### config.mk
export PLATFORM = sky130hd
export DESIGN_NAME = mem_arbiter
export DESIGN_NICKNAME = d
export VERILOG_FILES = /design/src/rtl/mem_arbiter.sv
export SDC_FILE = /design/constraint.sdc
export NUM_CORES = 1
export LEC_CHECK = 0
export ABC_CLOCK_PERIOD_IN_PS = 3600
export CORE_ASPECT_RATIO = 1.2
export CORE_MARGIN = 8
export CORE_UTILIZATION = 32
export DETAILED_ROUTE_END_ITERATION = 12
export GPL_TIMING_DRIVEN = 0
export HOLD_SLACK_MARGIN = 0.15
export PLACE_DENSITY = 0.89
export SYNTH_ARGS = -nofsm -noshare
export SYNTH_HDL_FRONTEND = slang
export SYNTH_SLANG_ARGS = --single-unit
### constraint.sdc
create_clock -name clk -period 3.6 [get_ports clk]
set_clock_uncertainty 0.2 [all_clocks]
set_input_delay 0.54 -clock clk [delete_from_list [all_inputs] [get_ports clk]]
set_output_delay 0.54 -clock clk [all_outputs]
set_load 0.05 [all_outputs]
### src/rtl/mem_arbiter.sv
// ============================================================================
//  Module   : mem_arbiter
//  Purpose  : Shares one synchronous-read memory port between instruction
//             fetch and data load/store. Data has priority. An optional
//             starvation guard is enabled by defining MEMARB_STARVE_GUARD_EN.
//  Revision : 1.0  initial release
// ============================================================================
`default_nettype none

module mem_arbiter #(
   parameter int WORD         = 32,
   parameter int ADDR         = 16,
   parameter int STARVE_LIMIT = 4
) (
   input  logic            clk,
   input  logic            rst,
   input  logic            if_req_i,
   input  logic [ADDR-1:0] if_addr_i,
   input  logic            if_flush_i,
   output logic            if_stall_o,
   output logic            if_v_o,
   output logic [WORD-1:0] if_inst_o,
   output logic [ADDR-1:0] if_origaddr_o,
   input  logic            d_req_i,
   input  logic            d_we_i,
   input  logic [ADDR-1:0] d_addr_i,
   input  logic [WORD-1:0] d_wdata_i,
   output logic            d_stall_o,
   output logic            d_v_o,
   output logic [WORD-1:0] d_rdata_o,
   output logic [ADDR-1:0] mem_a_o,
   output logic            mem_w_o,
   output logic [WORD-1:0] mem_d_o,
   input  logic [WORD-1:0] mem_q_i
);

   typedef enum logic [1:0] {
      RESP_NONE = 2'd0,
      RESP_IF   = 2'd1,
      RESP_DRD  = 2'd2,
      RESP_DWR  = 2'd3
   } resp_t;

   resp_t           r_resp;
   logic [ADDR-1:0] r_mem_a;
   logic [ADDR-1:0] r_if_origaddr;
   logic            w_force_if;
   logic            w_d_gnt;
   logic            w_if_gnt;

`ifdef MEMARB_STARVE_GUARD_EN
   localparam logic [2:0] c_starve_limit = 3'(STARVE_LIMIT);

   logic [2:0] r_starve;

   // Counts consecutive data grants that left a waiting fetch behind.
   always_ff @(posedge clk) begin
      if (rst) begin
         r_starve <= 3'd0;
      end else if (w_if_gnt || !if_req_i) begin
         r_starve <= 3'd0;
      end else if (w_d_gnt) begin
         r_starve <= r_starve + 3'd1;
      end
   end

   assign w_force_if = (r_starve == c_starve_limit) & if_req_i;
`else
   // Strict data priority; the limit is only meaningful with the guard.
   assign w_force_if = (STARVE_LIMIT < 0);
`endif

   assign w_d_gnt    = d_req_i & ~w_force_if;
   assign w_if_gnt   = if_req_i & (~d_req_i | w_force_if);
   assign if_stall_o = if_req_i & ~w_if_gnt;
   assign d_stall_o  = d_req_i & ~w_d_gnt;

   always_comb begin
      mem_a_o = r_mem_a;
      mem_w_o = 1'b0;
      mem_d_o = d_wdata_i;
      if (w_d_gnt) begin
         mem_a_o = d_addr_i;
         mem_w_o = d_we_i;
      end else if (w_if_gnt) begin
         mem_a_o = if_addr_i;
      end
   end

   always_ff @(posedge clk) begin
      if (rst) begin
         r_resp        <= RESP_NONE;
         r_mem_a       <= '0;
         r_if_origaddr <= '0;
      end else begin
         r_mem_a <= mem_a_o;
         if (w_if_gnt) begin
            r_resp        <= RESP_IF;
            r_if_origaddr <= if_addr_i;
         end else if (w_d_gnt) begin
            r_resp <= d_we_i ? RESP_DWR : RESP_DRD;
         end else begin
            r_resp <= RESP_NONE;
         end
      end
   end

   // A response still in flight while reset is asserted is dropped.
   assign if_v_o        = (r_resp == RESP_IF) & ~if_flush_i & ~rst;
   assign d_v_o         = ((r_resp == RESP_DRD) | (r_resp == RESP_DWR)) & ~rst;
   assign if_inst_o     = mem_q_i;
   assign d_rdata_o     = mem_q_i;
   assign if_origaddr_o = r_if_origaddr;

endmodule

`default_nettype wire

* Word-level counts from Yosys, hierarchy flattened
Index checks and enable logic that the tools add are counted.
Widths: inputs -> output; s select.
** Storage, ports and cells
- Bits in registers :: 34
- Bits of input ports :: 102
- Output and inout bits :: 133
- Word-level logic and storage cells :: 24
** Cells by class
- Eq/ne operators :: 3
- Mux-type cells :: 6
- Bitwise logic cells :: 10
- Reductions and logical operators :: 1
** Operators by type and width (count)
- $mux 16 :: 2
- $and 1x1->1 :: 5
- $eq 2x2->1 const B :: 2
- $mux 1 :: 4
- $not 1->1 :: 4
- $reduce_or 3->1 :: 1
- $eq 2x1->1 const B :: 1
- $or 1x1->1 :: 1

* Logic depth before layout (Yosys ltp)
- Depth in word-level cells :: 4
- Mapped depth :: 6
- Gate-level depth less buffers :: 3

* Worst setup path before layout
No wires, ideal clock.
- Kind :: input -> output
- Start point :: input rst
- End point :: output if_v_o
- Arrival :: 2366 ps
- Slack :: 494 ps
- Cell stages on the path :: 2
- Cells stage by stage :: buf_2 nor4b_1
** On the way
- Cells in the longest elaborated chain, start to end :: 2
** Ends and longest elaborated chain
- start: declaration :: RTL line 16 : input logic rst,
- $not 1->1 :: RTL line 109 : assign if_v_o = (r_resp == RESP_IF) & ~if_flush_i & ~rst;
- $and 1x1->1 :: RTL line 109
- end: declaration :: RTL line 21 : output logic if_v_o,
No other way between the ends.

* Worst setup path after layout
- Start point :: input if_req_i
- End point :: output mem_a_o[7]
** On the way
- Cells in the longest elaborated chain, start to end :: 3
** Ends and longest elaborated chain
- start: declaration :: RTL line 17 : input logic if_req_i,
- $and 1x1->1 :: RTL line 74 : assign w_if_gnt = if_req_i & (~d_req_i | w_force_if);
- $mux 16 :: RTL line 85 : end else if (w_if_gnt) begin
- $mux 16 :: RTL line 82 : if (w_d_gnt) begin
- end: declaration :: RTL line 31 : output logic [ADDR-1:0] mem_a_o,
No other way between the ends.

==> impl_metrics.py <==
metrics = {
    "run_status": {
        "outcome": "finished, final reports clean",
    },
    "global_route": {
        "grt_antenna_before_repair": 0,
        "grt_pass1_vias": 2442,
        "grt_first_pass_wirelength_mm": 13.0,
        "overflow": 0,
        "grt_util_all_layers_pct": 16.0,
        "grt_max_degree": 12,
    },
    "run": {
        "cap_violations": 0,
    },
    "worst_setup_path": {
        "worstPathCellList": "clkdlybuf4s50_1 -> buf_4 -> buf_6 -> a211oi_2 -> nor2_1 -> clkdlybuf4s50_1",
        "crit_required_ps": 2860,
        "reg2reg_to": "r_mem_a[4]",
        "cp.arrival_ps": 2670,
        "worstReg2RegStart": "r_mem_a[4]",
        "crit_type": "in -> out",
        "r2r_slack_ps": 2440,
        "cp-start-kind": "input pin",
        "cp-end-kind": "output port",
        "timing.critical_path.buf_inv": 4,
        "cpPeakStageDelay_ps": 820,
        "r2r_cells": 3,
        "crit_fanout": 10,
        "cpLargestDelayFamily": "buffers and inverters",
        "worst_path_most_repeated_cell": "clkdlybuf4s50_1",
        "crit_slowest_cell": "clkdlybuf4s50_1",
    },
    "final_layout": {
        "final_common_cell": "clkdlybuf4s50_1",
        "fin_util_pct": 58.6,
        "antenna_cells": 0,
        "syn_to_final_growth_pct": 81.3,
        "fillers": 639,
        "layout_common_cells": "clkdlybuf4s50_1, buf_4, nor2b_1, dfxtp_1, nand2_1",
        "final-instance-count-excl-fill": 549,
        "drive_above_1_share_pct": 29.2,
        "nNetsFinal": 560,
    },
    "logic_synthesis": {
        "yosys.area.top_type_share_pct": 33.1,
        "syn_avg_cell_area_um2": 8.14,
        "yosysTopAreaCell": "buf_4",
        "ys_seq_elements": 34,
        "synth_nets": 386,
        "synthTopCellsByArea": "buf_4, dfxtp_1, nor2b_1",
        "ys_warn_count": 0,
        "syn_area_um2": 2310,
        "syn_inst": 284,
        "seq_area_frac_synth_pct": 29.5,
        "yosysUniqueCellTypes": 19,
    },
    "worst_hold_path": {
        "min_to": "if_origaddr_o[4]",
        "min_path_type": "reg -> reg",
        "worstHoldPathCells": 2,
        "holdCritStartpoint": "if_origaddr_o[4]",
    },
    "sta": {
        "finalSetupViolations": 0,
        "rsz0062_at_grt": "no",
        "tightest_slew_ps": 696,
        "fin_crit_sh_pct": 94.7,
        "slew_headroom_pct": 53.6,
        "final.setup.tns_ps": 0,
        "fin_crit_ps": 3410,
        "max_freq_mhz": 293,
        "hold_violations": 0,
        "maxSlewViolCount": 0,
    },
    "drt": {
        "drc": 0,
        "post_drt_wl_per_cell_um": 16.1,
        "vias": 2354,
        "via_per_inst": 4.29,
        "ant_nets": 0,
        "dr.pass1.iters": 4,
        "wl_mm": 8.82,
        "drt_iter0_drc": 62,
    },
    "die": {
        "ios": 235,
        "die_area_um2": 10200,
        "rows": 34,
        "core_area_um2": 7150,
        "dieHeight_um": 109,
        "initial_utilization_pct": 32.3,
        "die_x_um": 93.6,
    },
    "placed_design": {
        "place_congestion": 0.803,
        "io_buffers": 167,
        "post-dp-hpwl_mm": 7.69,
        "placedCellCount": 541,
    },
    "cts": {
        "clkSlewWorstSetupHoldPaths_ps": 70,
        "cts_setup_buffers": 0,
        "cts-root-buf": "clkbuf_8",
        "cts-buffers-inserted": 5,
        "cts.sinks": 34,
        "h-tree-depth": 2,
        "tritoncts": "yes",
        "cts-hold-fix-buffers": 0,
        "clock_latency_ps": 280,
        "post_cts_resized": 0,
        "cts_max_path_buffers": 2,
    },
    "power_and_ir_drop": {
        "pwr_density_cell_nw_per_um2": 331,
        "p_leak_nw": 1.73,
        "peakVddDrop_mv": 0.256,
        "power_mw": 1.39,
    },
}
cell type report:
| cell class | count | area (µm²) | share of cell area, % |
|---|---|---|---|
| timing repair buffer | 167 | 1670 | 39.9 |
| buffer | 112 | 823 | 19.6 |
| multi-input combinational | 137 | 803 | 19.2 |
| sequential | 34 | 681 | 16.2 |
| tap | 90 | 113 | 2.69 |
| clock buffer | 6 | 82.6 | 1.97 |
| clock inverter | 2 | 12.5 | 0.299 |
| inverter | 1 | 3.75 | 0.0896 |
Yosys cell counts:
library cell / instances
a211oi_1: 7
a211oi_2: 9
a21oi_1: 17
and2_1: 1
buf_1: 1
buf_2: 4
buf_4: 102
buf_6: 2
clkbuf_1: 3
conb_1: 1
dfxtp_1: 34
inv_1: 1
nand2_1: 33
nand2b_1: 1
nor2_1: 16
nor2b_1: 35
nor3_1: 7
nor3_2: 9
nor4b_1: 1
cells by family after synthesis:
group / synth area share (%)
AO/OA/AOI/OAI: 10.8
buffers and inverters: 35.8
flip-flops: 29.5
other: 0.162
AND/OR/NAND/NOR: 23.8
registers in the layout (all words and copies together), names as in the netlist:
name	cells
r_mem_a	16
if_origaddr_o	16
r_resp	2
worst min-delay path, delay by kind of cell, from the launching register on:
kind               cells  cell delay [ps]
DFF                    1              310
and+or+nand+nor        1               50
AOI/OAI and AO/OA      1               50
power by group:
part	total, mW	internal, mW	switching, mW	leakage, nW
sequential	0.406	0.399	0.00699	0.281
clock	0.292	0.154	0.138	0.0472
combinational	0.690	0.273	0.417	1.41
total	1.39	0.825	0.562	1.73
per-layer routing:
| layer | GRT usage, % | up-vias | wire length (µm) |
|---|---|---|---|
| met4 | 4.31 | 0 | 78 |
| met2 | 30.1 | 144 | 4530 |
| met5 | 0 | - | 0 |
| met1 | 14.1 | 1049 | 2890 |
| li1 | - | 1155 | - |
| met3 | 9.57 | 6 | 1320 |
metrics by stage:
step	worst slack, ps	hold slack, ps	area, µm²
after floorplan	494	436	2310
after global placement	198	242	4100
after detailed placement	175	247	4100
after CTS	174	257	4190
after global routing	104	282	4190
final	190	256	4190
how the worst max path moves through the flow:
stage / startpoint / endpoint / cells past startpoint
floorplan: rst / if_v_o / 2
detailed placement: if_req_i / mem_a_o[7] / 6
CTS: if_req_i / mem_a_o[7] / 6
finish: if_req_i / mem_a_o[7] / 6
global placement: if_req_i / mem_a_o[6] / 6
global route: if_req_i / mem_a_o[5] / 6
(Power assumes the default switching activity.)
